File: src/rtl/mdu.sv
// Iterative multiply/divide unit owning the HI/LO registers.
// One PREP cycle, ITER shift-add or restoring-divide cycles, one FIX cycle.
module mdu #(
  parameter int ITER = 32,
  parameter int OP_W = 2
) (
  input  logic            clock,
  input  logic            reset_n,
  input  logic            start,
  input  logic [OP_W-1:0] op,
  input  logic [31:0]     a,
  input  logic [31:0]     b,
  input  logic            mthi,
  input  logic            mtlo,
  input  logic [31:0]     wdata,
  output logic            busy,
  output logic            done,
  output logic [31:0]     hi,
  output logic [31:0]     lo
);

  localparam int CW = $clog2(ITER);

  typedef enum logic [1:0] {
    IDLE = 2'd0,
    PREP = 2'd1,
    RUN  = 2'd2,
    FIX  = 2'd3
  } state_t;

  state_t            state_r;
  state_t            state_next_s;
  logic [CW-1:0]     cnt_r;
  logic [OP_W-1:0]   op_r;
  logic [31:0]       a_r;
  logic [31:0]       b_r;
  logic [31:0]       dsr_r;
  logic [63:0]       acc_r;
  logic              neg_q_r;
  logic              neg_r_r;
  logic [31:0]       hi_r;
  logic [31:0]       lo_r;
  logic              busy_r;
  logic              done_r;

  logic              sign_a_s;
  logic              sign_b_s;
  logic [31:0]       mag_a_s;
  logic [31:0]       mag_b_s;
  logic [32:0]       mul_sum_s;
  logic [32:0]       div_diff_s;
  logic [31:0]       res_hi_s;
  logic [31:0]       res_lo_s;

  // op bit 1 selects divide, op bit 0 selects unsigned
  function automatic logic [31:0] neg32(input logic [31:0] x);
    return 32'd0 - x;
  endfunction

  // State register
  always_ff @(posedge clock or negedge reset_n) begin
    if (!reset_n) begin
      state_r <= IDLE;
    end else begin
      state_r <= state_next_s;
    end
  end

  // Next-state logic
  always_comb begin
    state_next_s = state_r;
    case (state_r)
      IDLE: begin
        if (start) state_next_s = PREP;
        else       state_next_s = IDLE;
      end
      PREP: state_next_s = RUN;
      RUN: begin
        if (cnt_r == {CW{1'b0}}) state_next_s = FIX;
        else                     state_next_s = RUN;
      end
      FIX:     state_next_s = IDLE;
      default: state_next_s = IDLE;
    endcase
  end

  // Operand magnitudes, one iteration step, and the sign-corrected result
  always_comb begin
    sign_a_s   = ~op_r[0] & a_r[31];
    sign_b_s   = ~op_r[0] & b_r[31];
    mag_a_s    = sign_a_s ? neg32(a_r) : a_r;
    mag_b_s    = sign_b_s ? neg32(b_r) : b_r;
    mul_sum_s  = {1'b0, acc_r[63:32]} + (acc_r[0] ? {1'b0, dsr_r} : 33'd0);
    div_diff_s = {acc_r[63:32], acc_r[31]} - {1'b0, dsr_r};
    res_hi_s   = acc_r[63:32];
    res_lo_s   = acc_r[31:0];
    if (op_r[1]) begin
      if (b_r == 32'd0) begin
        res_hi_s = a_r;
        res_lo_s = 32'hFFFF_FFFF;
      end else begin
        res_hi_s = neg_r_r ? neg32(acc_r[63:32]) : acc_r[63:32];
        res_lo_s = neg_q_r ? neg32(acc_r[31:0])  : acc_r[31:0];
      end
    end else begin
      {res_hi_s, res_lo_s} = neg_q_r ? (64'd0 - acc_r) : acc_r;
    end
  end

  // Operand capture and iterative datapath
  always_ff @(posedge clock or negedge reset_n) begin
    if (!reset_n) begin
      cnt_r   <= {CW{1'b0}};
      op_r    <= {OP_W{1'b0}};
      a_r     <= 32'd0;
      b_r     <= 32'd0;
      dsr_r   <= 32'd0;
      acc_r   <= 64'd0;
      neg_q_r <= 1'b0;
      neg_r_r <= 1'b0;
    end else begin
      case (state_r)
        IDLE: begin
          if (start) begin
            op_r <= op;
            a_r  <= a;
            b_r  <= b;
          end
        end
        PREP: begin
          cnt_r   <= CW'(ITER - 1);
          neg_q_r <= sign_a_s ^ sign_b_s;
          neg_r_r <= sign_a_s;
          // multiply shifts the multiplier out of acc; divide shifts the dividend out
          if (op_r[1]) begin
            dsr_r <= mag_b_s;
            acc_r <= {32'd0, mag_a_s};
          end else begin
            dsr_r <= mag_a_s;
            acc_r <= {32'd0, mag_b_s};
          end
        end
        RUN: begin
          cnt_r <= cnt_r - {{(CW-1){1'b0}}, 1'b1};
          if (op_r[1]) begin
            if (!div_diff_s[32]) acc_r <= {div_diff_s[31:0], acc_r[30:0], 1'b1};
            else                 acc_r <= {acc_r[62:0], 1'b0};
          end else begin
            acc_r <= {mul_sum_s, acc_r[31:1]};
          end
        end
        default: ;
      endcase
    end
  end

  // HI/LO registers, status outputs
  always_ff @(posedge clock or negedge reset_n) begin
    if (!reset_n) begin
      hi_r   <= 32'd0;
      lo_r   <= 32'd0;
      busy_r <= 1'b0;
      done_r <= 1'b0;
    end else begin
      busy_r <= (state_next_s != IDLE);
      done_r <= (state_r == FIX);
      case (state_r)
        IDLE: begin
          if (!start) begin
            if (mthi) hi_r <= wdata;
            if (mtlo) lo_r <= wdata;
          end
        end
        FIX: begin
          hi_r <= res_hi_s;
          lo_r <= res_lo_s;
        end
        default: ;
      endcase
    end
  end

  assign busy = busy_r;
  assign done = done_r;
  assign hi   = hi_r;
  assign lo   = lo_r;

endmodule

File: config.mk
export PLATFORM = sky130hd
export DESIGN_NAME = mdu
export DESIGN_NICKNAME = d
export VERILOG_FILES = /design/src/rtl/mdu.sv
export SDC_FILE = /design/constraint.sdc
export NUM_CORES = 1
export LEC_CHECK = 0
export ABC_CLOCK_PERIOD_IN_PS = 4400
export BUFFER_PORTS_ARGS = -buffer_cell sky130_fd_sc_hd__buf_2
export CORE_MARGIN = 4
export CORE_UTILIZATION = 53
export CTS_BUF_LIST = sky130_fd_sc_hd__clkbuf_4
export DETAILED_ROUTE_END_ITERATION = 10
export PLACE_DENSITY = 0.77
export RECOVER_POWER = 25
export SETUP_SLACK_MARGIN = 0.15
export SLEW_MARGIN = 20
export SYNTH_ARGS = -nofsm -noshare
export SYNTH_HDL_FRONTEND = slang
export SYNTH_SLANG_ARGS = --single-unit
File: constraint.sdc
create_clock -name clock -period 4.4 [get_ports clock]
set_clock_uncertainty 0.15 [all_clocks]
set_input_delay 0.22 -clock clock [delete_from_list [all_inputs] [get_ports clock]]
set_output_delay 0.22 -clock clock [all_outputs]
set_load 0.01 [all_outputs]
==> metrics.txt, run 1 <==
run status=complete, but fails checks; failing checks=capacitance limit, slew limit; top cell type's share of synthesized area=0.3217; R2R setup slack=330 ps; CTS max path bufs=3; first-pass GRT wire length=110,300 um; power per standard cell area=858.1 nW/um^2; Starting DRT DRC Count=2,486; fin crit share=0.9255; Max Cap Viol=2; DIE AREA=37,830 um^2; synth top area cells=dfrtp_1 (32%), o21ai_0 (5.3%), xnor2_1 (5.2%), mux2_2 (5.2%), a21oi_1 (5.1%); most common cell after layout, fill and taps aside=dfrtp_1; antenna violations before repair=2; count of input and output buffers=168; Post-DP Area=19,750 um^2; largest net degree at the start of global routing=97; Starting Density=0.5349; Slew Limit Headroom=-0.5875; Horiz. Die Dim=194.5 um; Post-Syn Area=18,430 um^2; io pins=169; vias in the first global route=18.83k; Vias=19.49k; Final Max Slew Viols=186; Reg clk slew, reported paths=60 ps; Min Hold Slack=115.4 ps; drt wl/cell=24.04 um; Layout area overhead=17.85%; Synthesis Warnings=0; share of layout cells above drive strength 1=0.1859; Fin Setup TNS=0 ps; sequential share of the synthesized area=0.3217; area of the core=34,460 um^2; Worst Max-Slew Pin Slew=2381 ps; TritonCTS buffer count=71; RSZ-0062 raised after global routing=no; CP required=4910 ps; CTS tree=built; Seq cells post-synth=237; Clock Sinks=237; Min-Delay Path Class=input pin to register; Post-Route WL=72,270 um; ys async rst share=1.000; commonest non-fill, non-tap cells in the layout=dfrtp_1 (236), nor2_1 (235), nand2_1 (222), o21ai_0 (197), a21oi_1 (187); Clock Tree Root=clkbuf_4; Arr. time, crit path=4580 ps; CP endpoint kind=register; Synth area leader=dfrtp_1; GR Overflow Total=0; Synth cell types=80; number of synthesized flops with an enable pin=0; Mapped Cells=2,249; clk_lat worst skew=730 ps; RD Place Congestion=1.028; vias per cell=6.484; Routed Antenna Nets=0; VDD IR max=0.0005325 V; # H-tree levels=3; GRT Overall Usage=0.3684; endpoints failing hold=0; num rows=68; leakage=9.627 nW; Crit Path Max Fanout=9; setup violators final=0; Initial DRT Pass Iterations=7; fin area=21,720 um^2; minimum clock period=4072 ps; Max Freq=0.2456 GHz; die height=194.5 um; Syn Nets=2,427; WS Path Type=register to register; DP HPWL=51,620 um; Startpoint Class=register; nets@finish=2,678; DR DRC count=0; ys flop type=dfrtp_1; Mapped Avg Cell Area=8.196 um^2
[metal layers]
metal / GRT usage / wire [um] / vias to the layer above
met3: 0.1092 / 9076 / 252
met1: 0.4907 / 27980 / 9309
li1: - / - / 8602
met2: 0.5516 / 31260 / 1327
met4: 0.1768 / 3935 / 2
met5: 0 / 13 / -
[final timing paths]
kind	startpoint	endpoint	cells past startpoint
min in group asynchronous	reset_n	hi[26]$_DFFE_PN0P_	4
max in group asynchronous	reset_n	op_r[1]$_DFFE_PN0P_	4
max	acc_r[11]$_DFFE_PN0P_	hi[1]$_DFFE_PN0P_	10
min reg2reg	hi[31]$_DFFE_PN0P_	hi[31]$_DFFE_PN0P_	1
max reg2reg	acc_r[11]$_DFFE_PN0P_	hi[1]$_DFFE_PN0P_	10
min	a[11]	a_r[11]$_DFFE_PN0P_	3
[critical path, cell delays in order (launching register included)]
cell           delay [ps]
dfrtp_1               510
or4_4                 560
or4_1                 600
nor3_4                340
nand2_2               230
o21ai_0               270
xnor2_1                90
o21ai_0               320
mux2i_1               150
o21ai_0               210
dlygate4sd3_1         570
[synth_stat cells, drive strengths merged (26+ instances only)]
master and instances:
a21o 30, a21oi 189, a31oi 27, clkbuf 135, dfrtp 237, ha 73
inv 80, mux2 85, mux2i 27, nand2 225, nand2b 33, nand3 34
nor2 236, nor3 38, o211ai 56, o21ai 207, o22ai 37, o31ai 26
xnor2 110, xor2 78
[registers in the layout, summed over array words and instances (netlist names), 2 cells and up]
name and count:
hi 32, state_r 2, lo 32, cnt_r 5
dsr_r 32, acc_r 64, a_r 32, b_r 32
op_r 2
[where the power goes]
group	internal [mW]	switching (mW)
Combinational	4.52	7.19
Sequential	3.19	1.58
Clock	1.10	1.05
[per-stage QoR]
stage,worst slack [ps],total power [mW],instances,util
2_1_floorplan,968.5,12.06,2249,-
3_3_place_gp,424.1,15.54,2770,0.5731
3_5_place_dp,359.0,15.78,2770,0.5731
4_1_cts,215.8,18.05,3001,0.6301
5_1_grt,167.6,19.71,3006,0.6304
6_report,327.7,18.64,3006,0.6304
[cell type report]
type | count | area [um^2]
multi-input cells | 1772 | 11640
flip-flops and latches | 237 | 5934
fillers | 2884 | 12740
diodes | 1 | 2.502
clock inverters | 24 | 123.9
inverters | 80 | 304.0
well taps | 455 | 569.3
clock buffers | 99 | 743.2
repair buffers | 338 | 2404
[logic make-up (layout without fill, tap and decap cells)]
logic type,after synthesis,after routing,share of synthesized area
multiplexers,126,126,0.08410
buffers and inverters,240,541,0.04942
flip-flops,237,237,0.3217
AO/OA/AOI/OAI,677,677,0.2242
adder cells (fa/ha/maj),75,75,0.05172
AND/OR/NAND/NOR,706,706,0.1795
XOR/XNOR,188,188,0.08933
other,0,1,0
[timing repair]
action / 4_1_cts / 5_1_grt
setup buffers: 0 / 4
resized for setup: 0 / 6
hold buffers: 108 / 0
endpoints found under the hold margin: 307 / 0
setup endpoints to repair: 0 / 25
Power figures use the tool's default switching activity.
==> run 2: changes to the inputs <==
Settings changed: MAX_ROUTING_LAYER set to met4.
==> run 2 against run 1 <==
  * The run still ends with capacitance limit, slew limit left
  * Sequential share of layout area is 0.18 points higher
  * Routed wire length is 3.1% lower
  * First-iteration DRC count grew 15%
  * Register-to-register slack got worse by 60 ps
  * Total power shrank 1.4%
  * Combinational power hardly changed
  * Final cell count decreased by 0.33%
  * Global-route usage down 0.16 points
  * Clock power down 4%
  * Critical endpoint is now hi[18]$_DFFE_PN0P_
  * Largest cell class unchanged
  * Largest power group unchanged
  * Highest routed layer is now met4
==> metrics.txt, run 2 (same netlist as run 1, synthesis figures left out) <==
VDD IR max=0.0005688 V; fin area=21,580 um^2; R2R setup slack=260 ps; cell-internal power=8.717 mW; Vias=19.45k; Startpoint Class=register; Top Layer Used=met4; drt wl/cell=23.38 um; Max Freq=0.2418 GHz; Post-Route WL=70,040 um; first-pass GRT wire length=106,700 um; Net Sw Power=9.664 mW; Seq pwr share=0.262; endpoints failing hold=0; fin crit share=0.9401; num rows=68; Crit Path Max Fanout=7; GR Overflow Total=0; most common cell after layout, fill and taps aside=dfrtp_1; vias per cell=6.493; RD Place Congestion=1.072; GRT Overall Usage=0.3668; Clock Sinks=237; TritonCTS buffer count=70; Starting Density=0.5349; count of input and output buffers=168; run status=complete, but fails checks; Final Max Slew Viols=122; Worst Max-Slew Pin Slew=3113 ps; io pins=169; Slew Limit Headroom=-1.075; clk_lat worst skew=770 ps; Reg clk slew, reported paths=60 ps; leakage=9.547 nW; max reg flops=64; Starting DRT DRC Count=2,869; Max Cap Viol=1; share of layout cells above drive strength 1=0.1805; DIE AREA=37,830 um^2; most frequent cell on the critical path=a21oi_1; die height=194.5 um; commonest non-fill, non-tap cells in the layout=dfrtp_1 (236), nor2_1 (235), nand2_1 (222), o21ai_0 (196), a21oi_1 (187); power per standard cell area=851.8 nW/um^2; Logic pwr share=0.625; antenna violations before repair=4; # H-tree levels=3; CTS max path bufs=3; M1 WL=27,870 um; Reg with most FFs=acc_r; Post-DP Area=19,690 um^2; nets@finish=2,670; pre-CTS setup slack=429.9 ps; CP peak stage delay=620 ps; largest net degree at the start of global routing=122; Initial DRT Pass Iterations=6; RSZ-0062 raised after global routing=yes; Clock power frac=0.113; Min-Delay Path Class=input pin to register; CP required=4910 ps; WS Path Type=register to register; DR DRC count=0; CP Cell Sequence=or4_4, or4_1, o41a_1, nand2b_1, a21oi_1, xor2_1, o211ai_1, o21ai_0, a21oi_1, dlygate4sd3_1; CTS tree=built; DP HPWL=50,210 um; Arr. time, crit path=4650 ps; failing checks=capacitance limit, slew limit; switching fraction of total power=0.5258; routed wl met3=8596 um; CP endpoint kind=register; Horiz. Die Dim=194.5 um; CP max-delay cell=o41a_1; Routed Antenna Nets=0; setup violators final=0; met2 WL post-DR=30,070 um; minimum clock period=4136 ps; post-route worst setup slack=263.5 ps; vias in the first global route=18.37k; Fin Setup TNS=0 ps; Clock Tree Root=clkbuf_4; # Post-CTS Setup Buffers=0; area of the core=34,460 um^2; total power=18.38 mW; Layout area overhead=17.07%
==> run 2: repair_timing <==
item                                    CTS  global route
hold endpoints to repair                251             0
hold buffers                            107             0
endpoints found under the setup margin    0             4
resized for setup                         0             3
==> run 2: power groups by stage <==
stage	sequential (mW)	combinational, mW	clock (mW)
global route	4.86	12.4	2.19
CTS	4.66	11.1	2.07
finish	4.81	11.5	2.07
global placement	4.64	10.7	0
detailed placement	4.69	10.9	0
floorplan	4.09	7.97	0
==> run 2: through the flow <==
stage | hold WS (ps) | util | cells
5_1_grt | 42.07 | 0.6263 | 2996
3_5_place_dp | 188.9 | 0.5715 | 2768
3_3_place_gp | 181.9 | 0.5715 | 2768
6_report | 58.26 | 0.6263 | 2996
4_1_cts | 0.4114 | 0.6263 | 2992
2_1_floorplan | -225.6 | - | 2249
==> run 2: critical path, delay by kind of cell, from the launching register on <==
kind	cells	cell delay (ps)
buffers and inverters	1	550
DFF	1	510
AOI/OAI and AO/OA	5	1340
xor gates and xnor gates	1	90
and+or+nand+nor	3	1410
==> run 2: path summary, 6_finish.rpt <==
path,from,end,cells past startpoint
max in group asynchronous,reset_n,op_r[1]$_DFFE_PN0P_,2
worst min register to register,lo[9]$_DFFE_PN0P_,lo[9]$_DFFE_PN0P_,2
worst max register to register,acc_r[11]$_DFFE_PN0P_,hi[18]$_DFFE_PN0P_,10
min in group asynchronous,reset_n,lo[14]$_DFFE_PN0P_,2
worst max-delay path,acc_r[11]$_DFFE_PN0P_,hi[18]$_DFFE_PN0P_,10
worst min-delay path,mtlo,lo[9]$_DFFE_PN0P_,5
==> run 2: layout make-up <==
type	instances	area, um^2
Inverter	80	300.3
Tap cell	455	569.3
Clock inverter	19	80.08
Clock buffer	98	735.7
Sequential cell	237	5934
Timing Repair Buffer	331	2330
Antenna cell	4	10.01
Fill cell	2869	12880
Multi-Input combinational cell	1772	11620
==> run 2: metal layers <==
| metal | up-vias | global-route usage |
|---|---|---|
| met5 | - | - |
| li1 | 8609 | - |
| met3 | 231 | 0.1090 |
| met1 | 9251 | 0.4855 |
| met2 | 1363 | 0.5243 |
| met4 | 0 | 0.1589 |
